$ cat src/rtl/elem_usquare_seq_pkg.sv
// Shared types for the element-wise unsigned fixed-point squarer:
// FSM state encoding and the row-major index walker.
package elem_usquare_seq_pkg;

    typedef logic [1:0] state_t;

    localparam state_t ST_IDLE  = 2'd0;
    localparam state_t ST_MUL   = 2'd1;
    localparam state_t ST_STORE = 2'd2;
    localparam state_t ST_DONE  = 2'd3;

    typedef struct packed {
        int   row;
        int   col;
        logic last;
    } rc_step_t;

    // Row-major step (col fastest), 1-based. 'last' flags the final element;
    // the returned index then wraps to [1][1] so it always stays in range.
    function automatic rc_step_t rc_next(input int row, input int col,
                                         input int rows, input int cols);
        rc_step_t s;
        s.last = (row == rows) && (col == cols);
        if (s.last) begin
            s.row = 1;
            s.col = 1;
        end else if (col == cols) begin
            s.row = row + 1;
            s.col = 1;
        end else begin
            s.row = row;
            s.col = col + 1;
        end
        return s;
    endfunction

endpackage

$ cat src/rtl/elem_usquare_seq_if.sv
// Handshake and matrix bus of elem_usquare_seq: start/a in, busy/done/ovf/f out.
interface elem_usquare_seq_if #(
    parameter int ROWS  = 1,
    parameter int COLS  = 1,
    parameter int WIDTH = 16
);
    logic                                 start;
    logic [ROWS:1][COLS:1][WIDTH-1:0]     a;
    logic                                 busy;
    logic                                 done;
    logic                                 ovf;
    logic [ROWS:1][COLS:1][WIDTH-1:0]     f;

    modport master (output start, a, input busy, done, ovf, f);
    modport slave  (input start, a, output busy, done, ovf, f);
endinterface

$ cat src/rtl/elem_usquare_seq_usquare.sv
// Sequential shift-add squarer: one multiplier bit per cycle, full 2W-bit product.
// The first partial product is taken on the load edge, so p_valid pulses W cycles after load.
module usquare_seq #(
    parameter int WIDTH = 16
) (
    input  logic                 clk,
    input  logic                 rst_n,
    input  logic                 load,
    input  logic [WIDTH-1:0]     x,
    output logic [2*WIDTH-1:0]   p,
    output logic                 p_valid
);
    localparam int PW   = 2 * WIDTH;
    localparam int CNTW = $clog2(WIDTH + 1);

    logic [PW-1:0]    acc;
    logic [PW-1:0]    mcand;
    logic [WIDTH-1:0] mplier;
    logic [CNTW-1:0]  cnt;
    logic             active;

    // NOTE: sequential state uses non-blocking assignments so every register samples pre-edge values.
    always_ff @(posedge clk or negedge rst_n) begin
        if (!rst_n) begin
            acc    <= '0;
            mcand  <= '0;
            mplier <= '0;
            cnt    <= '0;
            active <= 1'b0;
        end else if (load) begin
            acc    <= x[0] ? PW'(x) : '0;
            mcand  <= PW'(x) << 1;
            mplier <= x >> 1;
            cnt    <= CNTW'(WIDTH - 1);
            active <= 1'b1;
        end else if (cnt != '0) begin
            if (mplier[0])
                acc <= acc + mcand;
            mcand  <= mcand << 1;
            mplier <= mplier >> 1;
            cnt    <= cnt - CNTW'(1);
        end else begin
            active <= 1'b0;
        end
    end

    assign p       = acc;
    assign p_valid = active && (cnt == '0);

endmodule

$ cat src/rtl/elem_usquare_seq.sv
// Element-wise unsigned fixed-point square f = a^2 through one shared shift-add squarer.
// Define ELEM_USQUARE_ROUND_EN for round-half-up before the fraction shift (default: truncate).
module elem_usquare_seq
    import elem_usquare_seq_pkg::*;
#(
    parameter int ROWS  = 1,
    parameter int COLS  = 1,
    parameter int WIDTH = 16,
    parameter int SCALE = 8
) (
    input  logic              clk,
    input  logic              rst_n,
    elem_usquare_seq_if.slave bus
);
    localparam int RW = $clog2(ROWS + 1);
    localparam int CW = $clog2(COLS + 1);
    localparam int PW = 2 * WIDTH;
`ifdef ELEM_USQUARE_ROUND_EN
    localparam logic [PW:0] RND = (PW+1)'((2 ** SCALE) / 2);
`else
    localparam logic [PW:0] RND = '0;
`endif

    typedef logic [ROWS:1][COLS:1][WIDTH-1:0] mat_t;

    state_t           state;
    mat_t             a_q;
    mat_t             f_q;
    logic [RW-1:0]    row;
    logic [CW-1:0]    col;
    logic             ovf_q;

    logic [RW-1:0]    nrow;
    logic [CW-1:0]    ncol;
    logic             nlast;
    logic             load;
    logic [WIDTH-1:0] x;
    logic [PW-1:0]    prod;
    logic             p_valid;
    logic [PW:0]      scaled;
    logic             sat;
    logic [WIDTH-1:0] res;

    usquare_seq #(.WIDTH(WIDTH)) u_sq (
        .clk     (clk),
        .rst_n   (rst_n),
        .load    (load),
        .x       (x),
        .p       (prod),
        .p_valid (p_valid)
    );

    // NOTE: every always_comb output gets a default first so no path can infer a latch.
    always_comb begin
        rc_step_t nxt;
        nxt   = rc_next(int'(row), int'(col), ROWS, COLS);
        nrow  = RW'(nxt.row);
        ncol  = CW'(nxt.col);
        nlast = nxt.last;
        load  = 1'b0;
        x     = a_q[nrow][ncol];
        case (state)
            ST_IDLE: begin
                load = bus.start;
                x    = bus.a[1][1];
            end
            ST_STORE: load = !nlast;
            default:  load = 1'b0;
        endcase
    end

    // RND is zero in the truncating build and when SCALE=0; the extra bit absorbs the carry.
    assign scaled = ({1'b0, prod} + RND) >> SCALE;
    assign sat    = |scaled[PW:WIDTH];
    assign res    = sat ? '1 : scaled[WIDTH-1:0];

    // NOTE: f is a plain register bank, not a RAM, so it is cleared by the async reset.
    always_ff @(posedge clk or negedge rst_n) begin
        if (!rst_n) begin
            state <= ST_IDLE;
            a_q   <= '0;
            f_q   <= '0;
            row   <= '0;
            col   <= '0;
            ovf_q <= 1'b0;
        end else begin
            case (state)
                ST_IDLE: begin
                    if (bus.start) begin
                        a_q   <= bus.a;
                        row   <= RW'(1);
                        col   <= CW'(1);
                        ovf_q <= 1'b0;
                        state <= ST_MUL;
                    end
                end
                ST_MUL: begin
                    if (p_valid)
                        state <= ST_STORE;
                end
                ST_STORE: begin
                    f_q[row][col] <= res;
                    if (sat)
                        ovf_q <= 1'b1;
                    if (nlast) begin
                        state <= ST_DONE;
                    end else begin
                        row   <= nrow;
                        col   <= ncol;
                        state <= ST_MUL;
                    end
                end
                ST_DONE:  state <= ST_IDLE;
                default:  state <= ST_IDLE;
            endcase
        end
    end

    assign bus.busy = (state != ST_IDLE);
    assign bus.done = (state == ST_DONE);
    assign bus.ovf  = ovf_q;
    assign bus.f    = f_q;

endmodule
$ cat src/flat_wrapper.sv
// flat-port wrapper written by rule: the top's interface ports become plain ports
module elem_usquare_seq_flat import elem_usquare_seq_pkg::*;
#(
    parameter int ROWS  = 1,
    parameter int COLS  = 1,
    parameter int WIDTH = 16,
    parameter int SCALE = 8
)
  (clk, rst_n, bus_start, bus_a, bus_busy, bus_done, bus_ovf, bus_f);
  elem_usquare_seq_if #(.ROWS(ROWS), .COLS(COLS), .WIDTH(WIDTH)) bus_i ();
  input  logic clk;
  input  logic rst_n;
  input wire logic [$bits(bus_i.start)-1:0] bus_start;
  input wire logic [$bits(bus_i.a)-1:0] bus_a;
  output wire logic [$bits(bus_i.busy)-1:0] bus_busy;
  output wire logic [$bits(bus_i.done)-1:0] bus_done;
  output wire logic [$bits(bus_i.ovf)-1:0] bus_ovf;
  output wire logic [$bits(bus_i.f)-1:0] bus_f;
  assign bus_i.start = bus_start;
  assign bus_i.a = bus_a;
  assign bus_busy = bus_i.busy;
  assign bus_done = bus_i.done;
  assign bus_ovf = bus_i.ovf;
  assign bus_f = bus_i.f;
  elem_usquare_seq #(.ROWS(ROWS), .COLS(COLS), .WIDTH(WIDTH), .SCALE(SCALE)) u_core (.clk(clk), .rst_n(rst_n), .bus(bus_i));
endmodule
$ cat config.mk
export PLATFORM = sky130hd
export DESIGN_NAME = elem_usquare_seq_flat
export DESIGN_NICKNAME = d
export VERILOG_FILES = /design/src/rtl/elem_usquare_seq_pkg.sv /design/src/rtl/elem_usquare_seq_if.sv /design/src/rtl/elem_usquare_seq_usquare.sv /design/src/rtl/elem_usquare_seq.sv /design/src/flat_wrapper.sv
export SDC_FILE = /design/constraint.sdc
export NUM_CORES = 1
export LEC_CHECK = 0
export CORE_MARGIN = 8
export CORE_UTILIZATION = 60
export DETAILED_ROUTE_END_ITERATION = 12
export PLACE_DENSITY = 0.88
export SLEW_MARGIN = 10
export SYNTH_ARGS = -nofsm -noshare
export SYNTH_HDL_FRONTEND = slang
export SYNTH_SLANG_ARGS = --single-unit
$ cat constraint.sdc
create_clock -name clk -period 4.9 [get_ports clk]
set_input_delay 0.98 -clock clk [delete_from_list [all_inputs] [get_ports clk]]
set_output_delay 0.98 -clock clk [all_outputs]
set_load 0.01 [all_outputs]
==> key figures <==
Timing
  – Crit path time final: 3250 ps
  – Fmax: 307 MHz
  – Worst slew pin tran: ~1100 ps
  – # setup viols final: 0
  – Clock skew: 8.43 ps
  – Max Slew Vio Count: 0
  – Setup TNS: 0 ps
  – Slew headroom: 24.2%
  – Final period util: 66.4%
  – Fin. Hold Viols: 0
  – RSZ-0062 raised after global routing: false

Setup path
  – Crit path max fanout: 4
  – CP arrival: 3600 ps
  – Crit Path Class: reg2reg
  – Worst setup EP type: flop
  – R2R Setup Slk: 1650 ps
  – Critical-path top delay cell: a2111oi_0
  – WP data required: between 5000 and 6000 ps
  – CP cell instances: ha_1, inv_1, fa_1, nand2b_1, a21oi_1, o211ai_1, a2111oi_0, nand4b_1, a21oi_1, or4_1, a21oi_1
  – CP most frequent cell: a21oi_1
  – WP buf/inv: 1
  – Crit path launch type: flop
  – Crit path max-delay family: compound AO/OA/AOI/OAI gates
  – Slowest stage delay, CP: 580 ps

CTS
  – CTS Hold Buffers Added: 0
  – CTS max path bufs: 2
  – CTS tree: yes
  – Clock tree root driver cell: clkbuf_16
  – Clock transition at path regs: 60 ps
  – H-Tree Depth: 4
  – Clk sinks: 120
  – Post-CTS Setup Inserts: 0
  – Clk Latency, worst-skew pair: between 400 and 500 ps
  – Post-CTS sizing: 0
  – CTS buffer count: 17

Route
  – WL per Instance: about 18 um
  – Post-route ant nets: 0
  – DRC Markers: 0
  – Vias: about 5.8k
  – DR pass1 iterations: 5
  – Vias per cell: 6.23
  – Routed WL: 16.4 mm
  – DR iter-0 viols: 605

Placement
  – Final Wtd Congestion: 0.909
  – Count of input and output buffers: 37
  – Dpl hpwl: approximately 11 mm

Floorplanning
  – Die W: 122 um
  – Die H: 122 um
  – # rows: 38
  – Core Region: ~11000 um2
  – Initial Util: 61.9%
  – Boundary pin count: 38
  – DIE AREA: between 10000 and 15000 um2

Yosys
  – Yosys warnings: 0
  – Seq cells post-synth: 120
  – Register area share after synthesis: roughly 44%
  – Cell count after synthesis: 748
  – Count of different cell masters after synthesis: 52
  – Area fraction of the dominant cell type after synthesis: between 40 and 50%
  – Area contributors post-synth: dfrtp_1, nand2_1, ha_1
  – Post-synth EDFFs: 0
  – Syn Area/Cell: 9.05 um2
  – Most common cell in the synthesized netlist: nand2_1
  – Async SR Flop Fraction: 100%
  – Syn nets: 800
  – Post-Syn Area: a little under 7000 um2
  – Post-synth top area cell: dfrtp_1
  – Synth top cells by count: nand2_1, dfrtp_1, a21oi_1, nor2_1, o21ai_0
  – Most used DFF post-synth: dfrtp_1

Cells and area
  – Area of the multi-input gates: 3570 um2
  – Fill count: between 700 and 800
  – Fin nets: 824
  – Seq. cell area: approximately 3000 um2
  – Share of layout cells above drive strength 1: 8.92%
  – Post-route core utilization: between 70% and 80%
  – ANT cells: 0
  – Layout area overhead: 16.2%

Run status
  – Status: complete, no violations

GRT
  – First-pass GRT wire length: 27.7 mm
  – GRT Overall Usage: 23.5%
  – Initial antenna violation count: 0
  – Remaining Overflow, GRT: 0
  – Vias in the first global route: 5589
  – Pin count of the biggest net entering global routing: 57

Min path
  – Hold crit path type: in2async

Job
  – Max Cap Viol: 0

Pwr
  – PwrDens: 804 nW/um2
  – Static leakage power: 3.54 nW
  – Largest vdd supply drop: around 0.46 mV
## power by group
group	switching, W	leakage, nW	internal [W]
Sequential	0.000358	1.48	0.00146
Combinational	0.00182	1.76	0.00139
Clock	0.000453	0.299	0.000838
## per-layer routing
layer  GRT usage [%]  vias to the layer above  routed length [um]
met5               0                        -                   0
met3            5.46                       39                 989
met4            9.75                        0                 380
met1            30.3                     2782                7140
li1                -                     2734                   -
met2            37.3                      210                7920
## logic make-up (layout without fill, tap and decap cells)
logic type               after synthesis  after routing  share of synthesized area, %
multiplexers                          36             36                          5.66
flip-flops                           120            120                          44.4
buffers and inverters                 55             92                          3.09
adder cells (fa/ha/maj)               33             33                          6.21
AO/OA/AOI/OAI                        222            222                          20.5
XOR/XNOR                              25             25                          3.24
AND/OR/NAND/NOR                      257            257                          16.9
## path summary, 6_finish.rpt
check / depth (start not counted) / from / endpoint
max: 11 / u_core.u_sq.mcand[1] / u_core.u_sq.p[31]
min: 1 / rst_n / u_core.a_q[1]
max reg2reg: 11 / u_core.u_sq.mcand[1] / u_core.u_sq.p[31]
min reg2reg: 2 / u_core.bus.f[12] / u_core.bus.f[12]
max in group asynchronous: 2 / rst_n / u_core.u_sq.p[20]
min in group clk: 2 / u_core.bus.f[12] / u_core.bus.f[12]
## through the flow
step                      worst slack, ps  total power (W)  std cells  area [um2]  hold slack (ps)
after global placement               1620          0.00482        893        7240              461
after global routing                 1450          0.00678        925        7860              450
after CTS                            1720          0.00628        925        7860              432
final                                1650          0.00632        925        7860              431
after floorplan                      2230          0.00412        748        6770              447
after detailed placement             1540          0.00493        893        7240              469
## cells in the final DEF (no fill, tap or decap), types with 4 or more instances in the layout
master / Yosys / layout
inv_1: 13 / 13
nor2_1: 47 / 46
nand4_1: 7 / 7
xor2_1: 9 / 9
a22o_1: 14 / 14
o21ai_0: 42 / 42
a21o_1: 19 / 19
and2_1: 13 / 13
buf_4: 0 / 11
clkdlybuf4s50_1: 0 / 36
a31oi_1: 33 / 32
xnor2_1: 16 / 16
o211ai_1: 4 / 4
nor3_1: 18 / 18
a21oi_1: 70 / 69
mux2_2: 18 / 18
o31ai_1: 5 / 5
dfrtp_1: 120 / 120
clkbuf_16: 0 / 17
mux2i_1: 18 / 18
nand2b_1: 10 / 10
o21bai_1: 7 / 7
nand3_1: 7 / 7
o21a_1: 5 / 5
nand2_1: 131 / 131
nor2b_1: 5 / 5
ha_1: 32 / 32
## area by class of cell
type	instances	share of cell area, %
clock buffer	21	5.98
clock inverter	11	1.86
inverter	13	0.621
multi-input combinational	573	45.5
sequential	120	38.2
tap	140	2.23
timing repair buffer	47	5.63
## state kept, by name (all words and copies together) (netlist names)
name / count
u_core.bus.f: 16
u_core.col: 1
u_core.row: 1
u_core.u_sq.active: 1
u_core.state: 2
u_core.u_sq.p: 31
u_core.u_sq.mcand: 31
u_core.a_q: 16
u_core.bus.ovf: 1
u_core.u_sq.mplier: 15
u_core.u_sq.cnt: 5
Power figures use the tool's default switching activity.
==> variant 1 (same flow settings) <==
`WIDTH` is set to 16 in 4 places; all go to 32.
--- a/src/rtl/elem_usquare_seq_if.sv
+++ b/src/rtl/elem_usquare_seq_if.sv
@@ -2,7 +2,7 @@
 interface elem_usquare_seq_if #(
     parameter int ROWS  = 1,
     parameter int COLS  = 1,
-    parameter int WIDTH = 16
+    parameter int WIDTH = 32
 );
     logic                                 start;
     logic [ROWS:1][COLS:1][WIDTH-1:0]     a;
--- a/src/rtl/elem_usquare_seq_usquare.sv
+++ b/src/rtl/elem_usquare_seq_usquare.sv
@@ -1,7 +1,7 @@
 // Sequential shift-add squarer: one multiplier bit per cycle, full 2W-bit product.
 // The first partial product is taken on the load edge, so p_valid pulses W cycles after load.
 module usquare_seq #(
-    parameter int WIDTH = 16
+    parameter int WIDTH = 32
 ) (
     input  logic                 clk,
     input  logic                 rst_n,
--- a/src/rtl/elem_usquare_seq.sv
+++ b/src/rtl/elem_usquare_seq.sv
@@ -5,7 +5,7 @@
 #(
     parameter int ROWS  = 1,
     parameter int COLS  = 1,
-    parameter int WIDTH = 16,
+    parameter int WIDTH = 32,
     parameter int SCALE = 8
 ) (
     input  logic              clk,
--- a/src/flat_wrapper.sv
+++ b/src/flat_wrapper.sv
@@ -3,7 +3,7 @@
 #(
     parameter int ROWS  = 1,
     parameter int COLS  = 1,
-    parameter int WIDTH = 16,
+    parameter int WIDTH = 32,
     parameter int SCALE = 8
 )
   (clk, rst_n, bus_start, bus_a, bus_busy, bus_done, bus_ovf, bus_f);
Ports: changed (resized bus_a and bus_f); port bits go from 38 to 70. No check against the original RTL was run, so the function may have changed too.
==> variant 1 against the unedited design <==
  * Via count grew 110%
  * Synthesized cell count grew 110%
  * Clock skew grew 0.013 ns
  * Cell area grew 95%
  * Area after synthesis grew 100%
  * Non-clock buffer count grew 36
  * Sequential cell count grew 113
  * Worst setup slack lost 0.38 ns
  * Wire length grew 120%
  * Critical endpoint is now u_core.u_sq.p[45]
Power is left out: it rests on default switching activity, and per cell area and clock period it moved more than threefold.
==> variant 1: results (changes against the unedited design) <==
Critical path
  • CP top delay family: simple AND/OR/NAND/NOR gates (was compound AO/OA/AOI/OAI gates)
  • Slowest cell on crit path: nor4_1 (was a2111oi_0)
  • Crit-path max cell delay: 0.52 ns (was 0.58 ns)
  • Crit-path max FO: 4 (unchanged)
  • CP arrival: 4.10 ns (was 3.60 ns)

Final layout
  • Fin nets: 1655 (was 824)
  • N_diodes: 0 (unchanged)
  • Layout cell share with drive strength beyond 1: 7.94% (was 8.92%)
  • Filler instances: 1764 (was 779)

Place
  • DPL Wire Length: 24700 um (was 11100 um)
  • Port Buffers: 69 (was 37)
  • Placer Congestion: 0.949 (was 0.909)
  • Cells after DPL: 1812 (was 893)

Clocking
  • CTS resizes: 0 (unchanged)
  • Clock latency on the worst-skew pair: 0.54 ns (was 0.43 ns)
  • Post-CTS Setup Repair Bufs: 0 (unchanged)
  • Clock buffer count from CTS: 26 (was 17)
  • Maximum root-to-sink buffer count: 3 (was 2)
  • CTS clk-pin slew, worst paths: 0.06 ns (about the same)
  • Root Buffer: clkbuf_16 (unchanged)
  • H-tree depth: 1 (was 4)

Drt
  • Routed length per placed instance: 19.2 um (was 17.8 um)
  • Pre-antenna DRT Iters: 5 (unchanged)
  • 1st-iter DRT viols: 1177 (was 605)
  • Via density: 6.40 (was 6.23)
  • Final WL: 35700 um (was 16400 um)

Synth
  • Post-synthesis sequential area ratio: 42.4% (was 44.4%)
  • Asr flop ratio synth: 100% (unchanged)
  • Ys flop type: dfrtp_1 (unchanged)
  • Synth Area in Adders: 5.97% (was 6.21%)
  • Mux cell area share after synthesis: 5.79% (was 5.66%)
  • Post-synth net total: 1644 (was 800)
  • Compound-Gate Fraction of Synth Area: 20.3% (was 20.5%)
  • Avg Cell Area, Syn: 8.90 um2 (was 9.05 um2)
  • Synth cell types: 80 (was 52)
  • Synth Area in XOR/XNOR: 3.31% (was 3.24%)
  • YS warnings: 0 (unchanged)
  • Largest cells by area after synthesis: dfrtp_1 (42%), nand2_1 (7.0%), a21oi_1 (6.0%) (was dfrtp_1 (44%), nand2_1 (7.3%), ha_1 (5.9%))
  • Commonest cells in the netlist: nand2_1 (256), dfrtp_1 (233), a21oi_1 (164) (was nand2_1 (131), dfrtp_1 (120), a21oi_1 (70))

GRT
  • First-pass GRT wire length: 59500 um (was 27700 um)
  • Vias in the first global route: 11600 (was 5589)
  • Initial antenna violation count: 0 (unchanged)
  • All-Layer GR Usage: 25.3% (was 23.5%)
  • Pin count of the biggest net entering global routing: 132 (was 57)

STA
  • Post-Route Skew: 0.0216 ns (was 0.00843 ns)
  • Slew Limit Headroom: 21.1% (was 24.2%)

Worst hold path
  • HP Class: in2async (unchanged)

Outcome
  • Run status: complete, no violations (unchanged)
==> variant 1: cell type report <==
| type | count | area share (%) |
|---|---|---|
| Timing Repair Buffer | 83 | 5.30 |
| Clock inverter | 13 | 0.921 |
| Tap cell | 285 | 2.32 |
| Clock buffer | 34 | 4.83 |
| Inverter | 24 | 0.587 |
| Multi-Input combinational cell | 1187 | 48.0 |
| Sequential cell | 233 | 38.0 |
==> variant 1: cell families after synthesis <==
group	Yosys count
multiplexers	75
XOR/XNOR	52
buffers and inverters	124
flip-flops	233
adder cells (fa/ha/maj)	65
AO/OA/AOI/OAI	442
AND/OR/NAND/NOR	553
==> variant 1: path summary, 6_finish.rpt <==
check / startpoint / endpoint / slack (ns) / cells past startpoint
min reg2reg: u_core.row / u_core.row / 0.48 / 1
min: rst_n / u_core.u_sq.mcand[56] / 0.38 / 1
min in group clk: u_core.row / u_core.row / 0.48 / 1
max reg2reg: u_core.u_sq.mcand[1] / u_core.u_sq.p[45] / 1.27 / 13
max: u_core.u_sq.mcand[1] / u_core.u_sq.p[45] / 1.27 / 13
max in group asynchronous: rst_n / u_core.a_q[23] / 3.44 / 2
==> variant 1: stage by stage <==
step	cell area, um2	utilization (%)	setup slack, ns
after floorplan	13700	-	1.87
after global placement	14500	64.1	1.25
after detailed placement	14500	64.1	1.12
after CTS	15300	68.0	1.32
after global routing	15300	68.0	0.990
final	15300	68.0	1.27
==> variant 1: layer usage <==
layer / share of wire [%] / track usage (%) / vias to the layer above
met5: 0 / 0 / -
met3: 7.9 / 4.28 / 69
li1: - / - / 5511
met2: 44 / 39.0 / 481
met1: 46 / 36.2 / 5840
met4: 2.1 / 7.10 / 0
==> variant 2 (same flow settings) <==
Without the edit above. Reset style: synchronous (`rst_n`), changed in 2 clocked blocks. Comments in the files are not updated.
--- a/src/rtl/elem_usquare_seq_usquare.sv
+++ b/src/rtl/elem_usquare_seq_usquare.sv
@@ -20,7 +20,7 @@
     logic             active;
 
     // NOTE: sequential state uses non-blocking assignments so every register samples pre-edge values.
-    always_ff @(posedge clk or negedge rst_n) begin
+    always_ff @(posedge clk) begin
         if (!rst_n) begin
             acc    <= '0;
             mcand  <= '0;
--- a/src/rtl/elem_usquare_seq.sv
+++ b/src/rtl/elem_usquare_seq.sv
@@ -75,7 +75,7 @@
     assign res    = sat ? '1 : scaled[WIDTH-1:0];
 
     // NOTE: f is a plain register bank, not a RAM, so it is cleared by the async reset.
-    always_ff @(posedge clk or negedge rst_n) begin
+    always_ff @(posedge clk) begin
         if (!rst_n) begin
             state <= ST_IDLE;
             a_q   <= '0;
Formal check against the unedited RTL: differs if rst_n is asserted again (counterexample within 4 cycles, from zero or initial values and one cycle with rst_n low); with rst_n held inactive, the same outputs for 10 cycles.
==> variant 2 against the unedited design <==
  * Clock skew is 0.0026 ns higher
  * Global-route usage is 0.73 points higher
  * Area after synthesis is 7.4% lower
  * Cell area is 8.1% lower
  * Wire length is 2.7% higher
  * Highest routed layer unchanged
  * Critical path depth is 7 lower
  * Worst setup slack worse by 0.021 ns
  * Utilization is 1.3 points lower
  * Sequential cell count stayed put
  * Largest cell class unchanged
Power is not compared: it rests on default switching activity, and its combinational part moved more than twofold at a synthesized area within 25%.
==> variant 2: results (changes against the unedited design) <==
Outcome
  • Run status: complete, no violations (unchanged)

Drt
  • Wire length on met1: 6730 um (was 7140 um)
  • Pre-antenna DRT Iters: 6 (was 5)
  • Routed length on met2: 8280 um (was 7920 um)
  • 1st-iter DRT viols: 685 (was 605)
  • Routed length per placed instance: 17.3 um (was 17.8 um)
  • Top Metal Used: met4 (unchanged)
  • Vias: 6103 (was 5765)
  • Met3 routed WL: 1260 um (was 989 um)

Clocking
  • Clock buffer count from CTS: 17 (unchanged)
  • Maximum root-to-sink buffer count: 2 (unchanged)
  • Root Buffer: clkbuf_8 (was clkbuf_16)
  • Post-CTS Setup Repair Bufs: 0 (unchanged)
  • Clock latency on the worst-skew pair: 0.52 ns (was 0.43 ns)
  • H-tree depth: 4 (unchanged)
  • CTS clk-pin slew, worst paths: 0.06 ns (about the same)
  • CTS resizes: 0 (unchanged)

Critical path
  • CP top delay family: buffers and inverters (was compound AO/OA/AOI/OAI gates)
  • CP Launch Point: u_core.state[0] (was u_core.u_sq.mcand[1])
  • CP arrival: 2.29 ns (was 3.60 ns)
  • Slowest cell on crit path: clkdlybuf4s50_1 (was a2111oi_0)
  • Critical R2R Launch: u_core.u_sq.cnt[1] (was u_core.u_sq.mcand[1])
  • Crit-path max FO: 18 (was 4)
  • Crit-path max cell delay: 0.64 ns (was 0.58 ns)

Die
  • Die width: 118 um (was 122 um)

GRT
  • Initial antenna violation count: 0 (unchanged)
  • GR Layer Usage met3: 5.66% (was 5.46%)
  • Met2 GRT Util: 41.2% (was 37.3%)
  • All-Layer GR Usage: 24.2% (was 23.5%)
  • Pin count of the biggest net entering global routing: 56 (was 57)
  • Grt met1 use: 27.5% (was 30.3%)
  • First-pass GRT wire length: 28400 um (was 27700 um)

Place
  • Port Buffers: 37 (unchanged)
  • Placer Congestion: 0.971 (was 0.909)
  • DPL Wire Length: 11300 um (was 11100 um)
  • Dpl ws: 1.64 ns (was 1.54 ns)

Synth
  • Ys flop type: dfxtp_1 (was dfrtp_1)
  • YS warnings: 0 (unchanged)
  • Post-synth net total: 860 (was 800)
  • Asr flop ratio synth: 0% (was 100%)
  • Post-synthesis sequential area ratio: 38.3% (was 44.4%)
  • Synth cell types: 54 (was 52)
  • Commonest cells in the netlist: nand2_1 (206), dfxtp_1 (120), a21oi_1 (77) (was nand2_1 (131), dfrtp_1 (120), a21oi_1 (70))
  • Largest cells by area after synthesis: dfxtp_1 (38%), nand2_1 (12%), ha_1 (6.2%) (was dfrtp_1 (44%), nand2_1 (7.3%), ha_1 (5.9%))

STA
  • Slew Limit Headroom: 23.7% (was 24.2%)
  • Final slew viol count: 0 (unchanged)
  • Post-Route Skew: 0.0110 ns (was 0.00843 ns)

Power
  • Max IR drop VDD: around 0.28 mV
  • Leak pwr: 2.84 nW

Final layout
  • Layout cell share with drive strength beyond 1: 7.02% (was 8.92%)
  • N_diodes: 0 (unchanged)
  • Fin nets: 879 (was 824)

Worst hold path
  • HP Class: reg2reg (was in2async)
  • Hold Startpoint: u_core.a_q[11]

Job
  • MaxCap Viol Count: 0 (unchanged)
==> variant 2: changes by cell type after synthesis, sizes merged, moves of 12 or more <==
| cell | before | now |
|---|---|---|
| and2 | 14 | 2 |
| dfrtp | 120 | 0 |
| o21a | 5 | 23 |
| mux2 | 18 | 0 |
| a21boi | 0 | 21 |
| nor2 | 47 | 68 |
| nand2 | 131 | 206 |
| dfxtp | 0 | 120 |
| mux2i | 18 | 4 |
| a22o | 14 | 0 |
| a31oi | 33 | 16 |
==> variant 2: through the flow <==
step / power, mW / instance area (um2) / std cells
after global placement: 1.50 / 6670 / 945
after CTS: 2.68 / 7220 / 977
after global routing: 2.80 / 7220 / 977
after detailed placement: 1.52 / 6670 / 945
final: 2.69 / 7220 / 977
after floorplan: 1.41 / 6270 / 809
==> variant 2: where the power goes <==
group	internal, mW	switching [mW]
clock	0.717	0.449
combinational	0.149	0.292
sequential	1.04	0.0447
==> variant 2: area by class of cell <==
cell class	count	area, um2
Clock buffer	19	422
Fill cell	753	3010
Inverter	17	63.8
Multi-Input combinational cell	627	3610
Sequential cell	120	2400
Timing Repair Buffer	45	425
Tap cell	136	170
Clock inverter	13	131
==> variant 2: worst paths after layout <==
kind,endpoint,slack (ns),depth (start not counted)
max,bus_busy,1.63,4
min,u_core.a_q[11],0.46,2
max reg2reg,u_core.u_sq.p[16],1.99,10
min reg2reg,u_core.a_q[11],0.46,2
==> variant 2: kinds of logic after synthesis <==
| family | share of synthesized area [%] |
|---|---|
| buffers and inverters | 4.11 |
| adder cells (fa/ha/maj) | 6.51 |
| multiplexers | 0.639 |
| AND/OR/NAND/NOR | 21.0 |
| AO/OA/AOI/OAI | 25.9 |
| flip-flops | 38.3 |
| XOR/XNOR | 3.49 |
